### config.mk
export PLATFORM = sky130hd
export DESIGN_NAME = pipe_ctrl
export DESIGN_NICKNAME = d
export VERILOG_FILES = /design/src/rtl/pipe_pkg.sv /design/src/rtl/md_sched.sv /design/src/rtl/pipe_ctrl.sv
export SDC_FILE = /design/constraint.sdc
export NUM_CORES = 1
export LEC_CHECK = 0
export BUFFER_PORTS_ARGS = -buffer_cell sky130_fd_sc_hd__clkbuf_2
export CAP_MARGIN = 20
export CORE_AREA = 3 3 40 42
export DETAILED_ROUTE_END_ITERATION = 6
export DIE_AREA = 0 0 43 45
export PLACE_DENSITY = 0.53
export SLEW_MARGIN = 15
export SYNTH_ARGS = -nofsm -noshare
export SYNTH_HDL_FRONTEND = slang
export SYNTH_SLANG_ARGS = --single-unit
### constraint.sdc
create_clock -name clk -period 2 [get_ports clk]
set_input_delay 0.2 -clock clk [delete_from_list [all_inputs] [get_ports clk]]
set_output_delay 0.2 -clock clk [all_outputs]
set_load 0.02 [all_outputs]
### src/rtl/pipe_pkg.sv
// Shared pipeline-control definitions: mult/div scheduler states, default latencies,
// and the exception handler address that the PC register loads on a flush.
package pipe_pkg;

   typedef enum logic {
      IDLE = 1'b0,
      BUSY = 1'b1
   } md_state_e;

   localparam int MULT_CYCLES_DEF = 5;
   localparam int DIV_CYCLES_DEF  = 10;
   localparam int CNT_W_DEF       = 4;

   localparam logic [31:0] HANDLER_ADDR = 32'h0000_4180;

endpackage

### src/rtl/md_sched.sv
// Countdown scheduler for the multi-cycle mult/div unit: gates the start,
// then holds busy for exactly the op's latency and pulses done in its last cycle.
module md_sched
   import pipe_pkg::*;
#(
   parameter int MULT_CYCLES = MULT_CYCLES_DEF,
   parameter int DIV_CYCLES  = DIV_CYCLES_DEF,
   parameter int CNT_W       = CNT_W_DEF
) (
   input  logic clk,
   input  logic rst,
   input  logic e_md_start_i,
   input  logic e_md_is_div_i,
   input  logic exc_req_i,
   output logic md_start_o,
   output logic md_busy_o,
   output logic md_done_o
);

   md_state_e        state_q, state_d;
   logic [CNT_W-1:0] cnt_q, cnt_d;

   // Outputs are forced quiet while rst is held, even if the old state was BUSY.
   assign md_busy_o  = (state_q == BUSY) & ~rst;
   assign md_done_o  = md_busy_o & (cnt_q == CNT_W'(1));
   assign md_start_o = e_md_start_i & ~md_busy_o & ~exc_req_i & ~rst;

   // NOTE: sequential state uses non-blocking assignments so every register samples pre-edge values.
   always_ff @(posedge clk) begin
      if (rst) begin
         state_q <= IDLE;
         cnt_q   <= '0;
      end else begin
         state_q <= state_d;
         cnt_q   <= cnt_d;
      end
   end

   // NOTE: defaults first so no path through the case leaves a signal unassigned (no latch).
   always_comb begin
      state_d = state_q;
      cnt_d   = cnt_q;
      case (state_q)
         IDLE: begin
            if (md_start_o) begin
               state_d = BUSY;
               cnt_d   = e_md_is_div_i ? CNT_W'(DIV_CYCLES) : CNT_W'(MULT_CYCLES);
            end
         end
         BUSY: begin
            if (cnt_q == CNT_W'(1)) begin
               state_d = IDLE;
               cnt_d   = '0;
            end else begin
               cnt_d = cnt_q - CNT_W'(1);
            end
         end
         default: begin
            state_d = IDLE;
            cnt_d   = '0;
         end
      endcase
   end

endmodule

### src/rtl/pipe_ctrl.sv
// Pipeline stall/flush sequencer: resolves exception > stall > run into stage enables.
// Optional perf counters are built when PIPE_CTRL_PERF_EN is defined.
module pipe_ctrl
   import pipe_pkg::*;
#(
   parameter int MULT_CYCLES = MULT_CYCLES_DEF,
   parameter int DIV_CYCLES  = DIV_CYCLES_DEF,
   parameter int CNT_W       = CNT_W_DEF
) (
   input  logic clk,
   input  logic rst,
   input  logic hz_load_use,
   input  logic D_is_md,
   input  logic E_md_start,
   input  logic E_md_is_div,
   input  logic exc_req,
   output logic F_WE,
   output logic D_WE,
   output logic E_WE,
   output logic M_WE,
   output logic W_WE,
   output logic E_clr,
   output logic req,
   output logic md_start,
   output logic md_busy,
   output logic md_done
`ifdef PIPE_CTRL_PERF_EN
   ,
   output logic [31:0] perf_stall_cyc,
   output logic [31:0] perf_md_stall_cyc,
   output logic [31:0] perf_flush_cnt
`endif
);

   logic stall;

   md_sched #(
      .MULT_CYCLES(MULT_CYCLES),
      .DIV_CYCLES (DIV_CYCLES),
      .CNT_W      (CNT_W)
   ) u_md_sched (
      .clk          (clk),
      .rst          (rst),
      .e_md_start_i (E_md_start),
      .e_md_is_div_i(E_md_is_div),
      .exc_req_i    (exc_req),
      .md_start_o   (md_start),
      .md_busy_o    (md_busy),
      .md_done_o    (md_done)
   );

   // A D-stage HI/LO user waits while the unit is busy or about to be started from E.
   assign stall = hz_load_use | (D_is_md & (md_busy | E_md_start));

   always_comb begin
      F_WE  = 1'b1;
      D_WE  = 1'b1;
      E_WE  = 1'b1;
      M_WE  = 1'b1;
      W_WE  = 1'b1;
      E_clr = 1'b0;
      req   = 1'b0;
      if (!rst) begin
         if (exc_req) begin
            req = 1'b1;
         end else if (stall) begin
            F_WE  = 1'b0;
            D_WE  = 1'b0;
            E_clr = 1'b1;
         end
      end
   end

`ifdef PIPE_CTRL_PERF_EN
   logic [31:0] perf_stall_q, perf_md_stall_q, perf_flush_q;

   always_ff @(posedge clk) begin
      if (rst) begin
         perf_stall_q    <= '0;
         perf_md_stall_q <= '0;
         perf_flush_q    <= '0;
      end else begin
         if (stall && !exc_req)                 perf_stall_q    <= perf_stall_q + 32'd1;
         if (stall && !exc_req && !hz_load_use) perf_md_stall_q <= perf_md_stall_q + 32'd1;
         if (req)                               perf_flush_q    <= perf_flush_q + 32'd1;
      end
   end

   assign perf_stall_cyc    = perf_stall_q;
   assign perf_md_stall_cyc = perf_md_stall_q;
   assign perf_flush_cnt    = perf_flush_q;
`endif

endmodule
* Word level (Yosys, flattened, before mapping) *
Cells that the tools add are included.

operators by class
  add/sub/neg operators = 1
  eq/ne operators = 2
  mux-type cells = 15
  bitwise operators = 12

operator list
  kind                                               number
  two-way mux 4 bit                                  3
  two-way mux 1 bit                                  10
  one-hot mux 4 bit (2 select lines)                 1
  AND 1 bit                                          6
  == test 4 x 1 -> 1 bit (second input constant)     1
  NOT 1 bit                                          4
  subtractor 4 x 1 -> 4 bit (second input constant)  1
  != test 2 bit (second input constant)              1
  bitwise OR 1 bit                                   2
  one-hot mux 1 bit (2 select lines)                 1

word-level totals
  register bits after elaboration = 5
  input port bits = 7
  output and inout bits = 10
  word-level logic and storage cells = 32

* Longest topological paths before layout *
Gate-level depths: netlist of run 1.

  depth in word-level cells = 8
  mapped depth = 6
  gate-level depth less buffers = 6

* Cells and area by module *
A second synthesis of run 1 with hierarchy kept.

unflattened totals
  cell total of the unflattened synthesis = 46
  area, all modules = 379.1 sq um

by module, submodules not included
  module     times used  cells each  area each (sq um)  sequential area each (sq um)
  md_sched   1           36          315.3              100.1
  pipe_ctrl  1           10          63.8               0.0

* Least setup slack after synthesis of run 1 *
OpenSTA, ideal clock, no wires.

  path type = reg2out
  start point = register u_md_sched.state_q
  end point = output F_WE
  arrival = 1258 ps
  required time = 1800 ps
  path slack = 542 ps
  stages on the path, launching flop included = 5
  path buffers = 2
  cells stage by stage = dfxtp_1 clkbuf_1 o21a_1 o21ai_1 buf_4

on the way
  cells in the longest elaborated chain, start to end = 7

RTL lines
  item                             RTL line         source
  start, declared                  md_sched.sv:20   md_state_e state_q, state_d;
  start signal, assigned           md_sched.sv:34   state_q <= state_d;
  AND 1 bit                        md_sched.sv:24   assign md_busy_o = (state_q == BUSY) & ~rst;
  bitwise OR 1 bit                 pipe_ctrl.sv:53  assign stall = hz_load_use | (D_is_md & (md_busy | E_md_start));
  AND 1 bit                        pipe_ctrl.sv:53
  bitwise OR 1 bit                 pipe_ctrl.sv:53
  two-way mux 1 bit (3 in series)  n/a
  end, declared                    pipe_ctrl.sv:17  output logic F_WE,

No other way between the ends.

* Worst setup path after layout of run 1 *
  start point = register u_md_sched.state_q
  end point = output md_done

on the way
  cells in the longest elaborated chain, start to end = 2

RTL lines
  item           RTL line         source
  AND 1 bit      md_sched.sv:24
  AND 1 bit      md_sched.sv:25   assign md_done_o = md_busy_o & (cnt_q == CNT_W'(1));
  end, declared  pipe_ctrl.sv:26  output logic md_done

No other way between the ends.

==> run summary, run 1 <==
After detailed routing, the number of vias per cell comes to around 4.6. The data arrival at the endpoint of the critical path is around 1.3 ns. The layout cell share with drive strength beyond 1 came out at between 30% and 40%. The number of buffers created by CTS came out at 3.

In the finished design, the share of the clock period the worst path needs comes to approximately three quarters. STA classifies the critical path startpoint as a flop. Setup violations remaining at the end of the flow were counted as 0. The core box area is approximately 1300 sq um. The number of max-slew violations in the final report came out at 0.

The share of flip-flops with an asynchronous set or reset after synthesis is 0%. In the routed design, unresolved DRC markers number 0. The via count of the first global-routing pass is 298. For this design the top-level I/O count stands at 17. The clock insertion delay at the later pin of the skew report came out at ~0.24 ns. The critical path is of the reg -> out type.

The routability congestion estimate from global placement is between 0.7 and 0.8. The antenna cell count is 0. The pin count of the biggest net entering global routing came out at 11.

The total clock sinks is 5. The number of hold violations in the final report came out at 0. The cell count after synthesis came out at 47. The final layout contains routed wiring with a total length of roughly 740 um. STA puts the critical path data required time at between 1.5 and 2 ns.

Setup repair after global routing left no endpoint under its margin. The standby leakage power came out at between 0.2 and 0.25 nW. The post-cts resize count is 0. The number of hold buffers added after cts came out at 0. The routed via count is 346. The height of the die came out at around 45 um. The area growth from synthesis to layout is 19.4%.

The worst setup path is captured at an output port. The total setup buffers inserted after CTS is 0. The starting density of the core came out at between 20 and 30%.

The number of inserted filler cells in the final layout came out at between 100 and 150. The power per unit of standard cell area came out at 744 nW/um^2. The clock passes through at most 2 buffers. The average instance area after synthesis is between 7 and 8 sq um. The part of the Yosys area used for sequential elements is a little over a quarter. The first global-routing pass estimated approximately 1.2 mm of wire. The total routing resource utilization after global routing is 8.82%.

The clock-pin slew on the worst setup and hold paths is around 0.040 ns. The flow ran to the end, and the final reports show no timing, DRC or antenna violations. In this run the worst path has a maximum fanout of 10. The standard-cell row count came out at 13. The maximum ir drop on the vdd rail is roughly 250 uV. The number of nets with antenna violations after detailed routing is 0.

The minimum clock period came out at about 1.5 ns. The number of cells on the worst reg-to-reg path came out at 4. The number of design-rule violations left by the first detailed-router iteration came out at 5. The TritonCTS clock tree is done.

The max-capacitance violation count came out at 0. The largest clock skew in the final design is about 0.0023 ns. The first-pass detailed-route iteration total came out at 2.

Counting flops with a built-in enable in the synthesized netlist gives 0. The half-perimeter wire length after placement came out at 612 um. The post-synth design cell area came out at roughly 370 sq um.

The min-delay analysis places its worst path in the category in -> reg. The main flop type after synthesis is sky130_fd_sc_hd__dfxtp_1. The chip width came out at 43 um. The depth of the worst hold-timing path came out at 2.

The total number of H-tree levels is 1. The total grt overflow is 0. The initial antenna violation count came out at 0. The cell area after placement came out at between 400 and 500 sq um. The count of buffers from port buffering came out at 13. For this run, the number of Yosys warnings is 0. With fillers left out, the area of the finished cells amounts to 447 sq um. The die covers 1940 sq um. The register bit total from synthesis came out at 5. The number of distinct library cell variants in the gate-level netlist after synthesis came out at 26. The cell sitting at the root of the clock tree is a sky130_fd_sc_hd__clkbuf_4. The accumulated negative setup slack came out at 0 ns. The average detailed-routed wire length per instance is 9.92 um. The overall power consumption is between 0.3 and 0.4 mW. In the final design database the tool counted 70 nets. Derived from the worst setup path, the maximum achievable clock frequency is ~670 MHz.
## sequential cells by signal, summed over array words and instances (netlist names)
register / count
u_md_sched.cnt_q: 4
u_md_sched.state_q: 1
## cell usage after synthesis, types with 2 or more instances
cell type | count | area, sq um
sky130_fd_sc_hd__nand2b_1 | 2 | 12.5
sky130_fd_sc_hd__a221oi_1 | 2 | 17.5
sky130_fd_sc_hd__nor2_1 | 3 | 11.3
sky130_fd_sc_hd__nand2_1 | 4 | 15.0
sky130_fd_sc_hd__a21oi_1 | 3 | 15.0
sky130_fd_sc_hd__ha_1 | 2 | 25.0
sky130_fd_sc_hd__inv_1 | 5 | 18.8
sky130_fd_sc_hd__buf_4 | 4 | 30.0
sky130_fd_sc_hd__dfxtp_1 | 5 | 100
## path summary, 6_finish.rpt
| check | start | endpoint | slack [ns] |
|---|---|---|---|
| min reg2reg | u_md_sched.cnt_q[0] | u_md_sched.cnt_q[0] | 0.49 |
| max reg2reg | u_md_sched.cnt_q[2] | u_md_sched.cnt_q[3] | 0.73 |
| min | rst | u_md_sched.cnt_q[0] | 0.21 |
| max | u_md_sched.state_q | md_done | 0.52 |
## metrics by stage
stage | util (%) | setup slack, ns | cells | hold WS, ns
after detailed placement | 32.7 | 0.647 | 71 | 0.465
after global placement | 32.7 | 0.662 | 71 | 0.471
final | 34.8 | 0.515 | 75 | 0.214
after floorplan | - | 0.542 | 49 | 0.269
after CTS | 34.8 | 0.522 | 75 | 0.209
after global routing | 34.8 | 0.416 | 75 | 0.243
## per-layer routing
metal | part of all wire (%) | GRT usage [%] | vias to the layer above
met5 | 0 | 0 | -
met3 | 12 | 5.18 | 3
met4 | 2.6 | 5.42 | 0
li1 | - | - | 180
met2 | 37 | 12.6 | 19
met1 | 48 | 10.1 | 144
## logic make-up (layout without fill, tap and decap cells)
group / after synthesis / in the layout / synth area share, %
flip-flops: 5 / 5 / 26.8
AND/OR/NAND/NOR: 16 / 16 / 24.4
buffers and inverters: 11 / 22 / 17.1
AO/OA/AOI/OAI: 12 / 12 / 24.1
other: 1 / 3 / 1.00
adder cells (fa/ha/maj): 2 / 2 / 6.69
## area by class of cell
cell class	count	area [sq um]	share of cell area (%)
Tap cell	15	18.8	4.20
Multi-Input combinational cell	33	218	48.7
Timing Repair Buffer	13	65.1	14.6
Inverter	5	18.8	4.20
Clock buffer	4	26.3	5.88
Sequential cell	5	100	22.4
## cell usage in the layout (no fill, tap or decap), types with 2 or more instances in the layout
cell type / instances
sky130_fd_sc_hd__a221oi_1: 2
sky130_fd_sc_hd__ha_1: 2
sky130_fd_sc_hd__dfxtp_1: 5
sky130_fd_sc_hd__nand2b_1: 2
sky130_fd_sc_hd__nor2_1: 3
sky130_fd_sc_hd__conb_1: 3
sky130_fd_sc_hd__inv_1: 5
sky130_fd_sc_hd__clkbuf_4: 3
sky130_fd_sc_hd__nand2_1: 4
sky130_fd_sc_hd__clkbuf_2: 13
sky130_fd_sc_hd__a21oi_1: 3
## report_power, final
part	internal [mW]	switching, mW	total (mW)	leakage (nW)
clock network	0.0754	0.0403	0.116	0.0150
registers	0.111	0.0138	0.125	0.0412
logic	0.0397	0.0519	0.0916	0.162
## worst max-delay path, stage by stage, from the launching register on
cell	delay, ns
sky130_fd_sc_hd__dfxtp_1	0.50
sky130_fd_sc_hd__nand2b_1	0.16
sky130_fd_sc_hd__nor3_1	0.19
sky130_fd_sc_hd__clkbuf_2	0.20
(Power assumes the default switching activity.)
==> inputs of run 2 (changes only) <==
Clock period 2 ns to 1.6 ns, I/O delays scaled along.
==> run 2 against run 1 <==
  * Sequential cell count is the same
  * Critical path type unchanged
  * Die area stayed put
  * Global-route usage increased by 1.7 points
  * Clock skew is 0.0024 ns higher
  * Largest power group unchanged
  * Cell count is the same
  * Via count increased by 2.3%
  * Critical path depth is the same
  * Sequential share of layout area unchanged
  * Sequential power rose by 25%
  * Core utilization stayed put
  * Clock power increased by 34%
  * Non-clock buffer count stayed put
==> run summary, run 2 (synthesis gave the netlist of run 1 again) <==
The worst setup path is launched from a flop. The core box area was 1280 sq um (unchanged). The routability congestion estimate from global placement is 0.668 (-7.7%). The total grt overflow came out at 0 (unchanged). The number of hold buffers added after cts was 0 (unchanged). The design internal power came out at 0.284 mW (+25%). The required time reported for the critical path endpoint came to 1.44 ns (-0.36 ns).

The critical path is of the reg -> out type. The first-pass GRT wire length is 1.45 mm (+21%). The average detailed-routed wire length per instance is 10.7 um (+7.4%). The pin count of the biggest net entering global routing came out at 11 (unchanged). Setup repair after global routing left no endpoint under its margin.

The peak per-stage delay on the critical path came out at 0.49 ns (about the same). The minimum hold slack is 0.196 ns (-0.0179 ns). The area growth from synthesis to layout is 19.4% (unchanged). The total setup violations reported at the end of the flow is 0 (unchanged). The data arrival at the endpoint of the critical path is 1.27 ns (about the same).

The layout cell share with drive strength beyond 1 came out at 33.3% (unchanged). The cell area after placement came to 420 sq um (unchanged). The total routing resource utilization after global routing came out at 10.5% (+1.7 points). The number of nets with antenna violations after detailed routing came out at 0 (unchanged).

In this run the most critical hold path is launched from rst. The number of hold violations in the final report came to 0 (unchanged). The half-perimeter wire length after placement is 610 um (-0.34%). The worst setup path is captured at an output port. The antenna cell count is 0 (unchanged).

The minimum setup slack after placement came out at 0.307 ns (-0.340 ns). The top achievable clock speed is 698 MHz. The launching instance or port of the critical path is u_md_sched.state_q.

The number of nets in the final layout is 70 (unchanged). The setup slack after layout came out at 0.168 ns (-0.348 ns). The number of max-slew violations in the final report came out at 0 (unchanged).

The count of buffers from port buffering came out at 13 (unchanged). The clock-pin slew on the worst setup and hold paths is 0.05 ns (about the same). The total setup buffers inserted after CTS came out at 0 (unchanged).

The flow ran to the end, and the final reports show no timing, DRC or antenna violations. The maximum ir drop on the vdd rail was 414 uV (+68%). The post-cts resize count is 0 (unchanged). The overall power consumption came out at 0.428 mW (+29%). The startpoint of the worst-slack reg-to-reg timing path is u_md_sched.cnt_q[2].

The max-capacitance violation count is 0 (unchanged). The largest driver fanout on the critical path came to 10 (unchanged). The worst path uses 89.5% of the clock period. The standard-cell row count is 13 (unchanged). The net switching power is 0.144 mW (+36%). The clock root buffer is sky130_fd_sc_hd__clkbuf_4. The worst hold path belongs to the class in -> reg.

The total number of H-tree levels is 1 (unchanged). The combinational share of power was 27.2% (-0.4 points). The number of I/O pins came out at 17 (unchanged). The sequential fraction of design power is 36.4% (-1.2 points).

TritonCTS built the clock tree. Walking the worst path, the cells encountered are nand2b_1 > nor3_1 > clkbuf_2. The switching portion of total power is 33.7% (+1.8 points). The clock insertion delay at the later pin of the skew report was 0.25 ns (about the same). The slowest cell on the critical path is sky130_fd_sc_hd__dfxtp_1. The number of buffers created by CTS was 3 (unchanged).

The share of power burned in the clock network was 36.4% (+1.6 points). The largest clock skew in the final design is 0.00475 ns (+0.00240 ns). The post-detailed-routing wire length was 799 um (+7.4%). The total clock sinks came out at 5 (unchanged). The largest registers in the layout are u_md_sched.cnt_q: 4 flops, u_md_sched.state_q: 1 flops. The standby leakage power is 0.218 nW (unchanged). The power per unit of standard cell area came out at 958 nW/um^2 (+29%). The maximum number of buffers from clock root to sink came out at 2 (unchanged).

The library cells used most frequently in the layout, excluding fill and tap cells, are sky130_fd_sc_hd__clkbuf_2, sky130_fd_sc_hd__inv_1, sky130_fd_sc_hd__dfxtp_1. The number of design-rule violations left by the first detailed-router iteration came out at 7 (+2). The first-pass detailed-route iteration total is 4 (+2). The final design area excluding fillers is 447 sq um (unchanged). The total die area came out at 1940 sq um (unchanged). The ratio of routed vias to standard cells was 4.72 (+2.3%). u_md_sched.cnt_q holds more flip-flops than any other register. The initial antenna violation count is 0 (unchanged).

The height of the die is 45 um (unchanged). The accumulated negative setup slack came to 0 ns (unchanged). The via count of the first global-routing pass is 346 (+16%). The number of flip-flops in the largest register came out at 4 (unchanged).

The minimum clock period is 1.43 ns. The number of remaining DRC errors was 0 (unchanged). The library cell used most frequently in the layout, excluding fill and tap cells, is sky130_fd_sc_hd__clkbuf_2. The routed via count is 354 (+2.3%). The starting density of the core came out at 29.1% (unchanged). The chip width was 43 um (unchanged).
run 2: cell counts in the layout (fill, tap and decap cells not counted):
Identical to the previous run, type by type.
run 2: cell type report:
type | count | area, sq um
Sequential cell | 5 | 100
Multi-Input combinational cell | 33 | 218
Fill cell | 144 | 838
Timing Repair Buffer | 13 | 65.1
Clock buffer | 4 | 26.3
Tap cell | 15 | 18.8
Inverter | 5 | 18.8
run 2: power groups by stage:
stage / sequential [mW] / combinational [mW] / clock (mW)
after global routing: 0.158 / 0.133 / 0.181
after CTS: 0.155 / 0.117 / 0.162
after global placement: 0.157 / 0.117 / 0
after detailed placement: 0.158 / 0.116 / 0
after floorplan: 0.149 / 0.101 / 0
final: 0.156 / 0.116 / 0.156
run 2: critical path, delay by kind of cell (launching register included):
| kind | cells | cell delay (ns) |
|---|---|---|
| flip-flops | 1 | 0.49 |
| AND/OR/NAND/NOR | 2 | 0.34 |
| buffers and inverters | 1 | 0.20 |
run 2: worst paths after layout:
| kind | end | slack (ns) | cells after the start |
|---|---|---|---|
| min reg2reg | u_md_sched.cnt_q[0] | 0.51 | 2 |
| max reg2reg | u_md_sched.cnt_q[3] | 0.35 | 4 |
| min | u_md_sched.cnt_q[2] | 0.20 | 2 |
| max | md_done | 0.17 | 3 |
run 2: per-stage QoR:
step / utilization (%) / cells
after floorplan: - / 49
final: 34.8 / 75
after CTS: 34.8 / 75
after global placement: 32.7 / 71
after detailed placement: 32.7 / 71
after global routing: 34.8 / 75
run 2: metal layers:
| metal | track usage (%) | part of all wire [%] | wire length [um] |
|---|---|---|---|
| met5 | 0 | 0 | 0 |
| met4 | 3.61 | 1.1 | 9 |
| met3 | 7.57 | 13 | 103 |
| met2 | 14.7 | 39 | 314 |
| met1 | 12.5 | 46 | 371 |
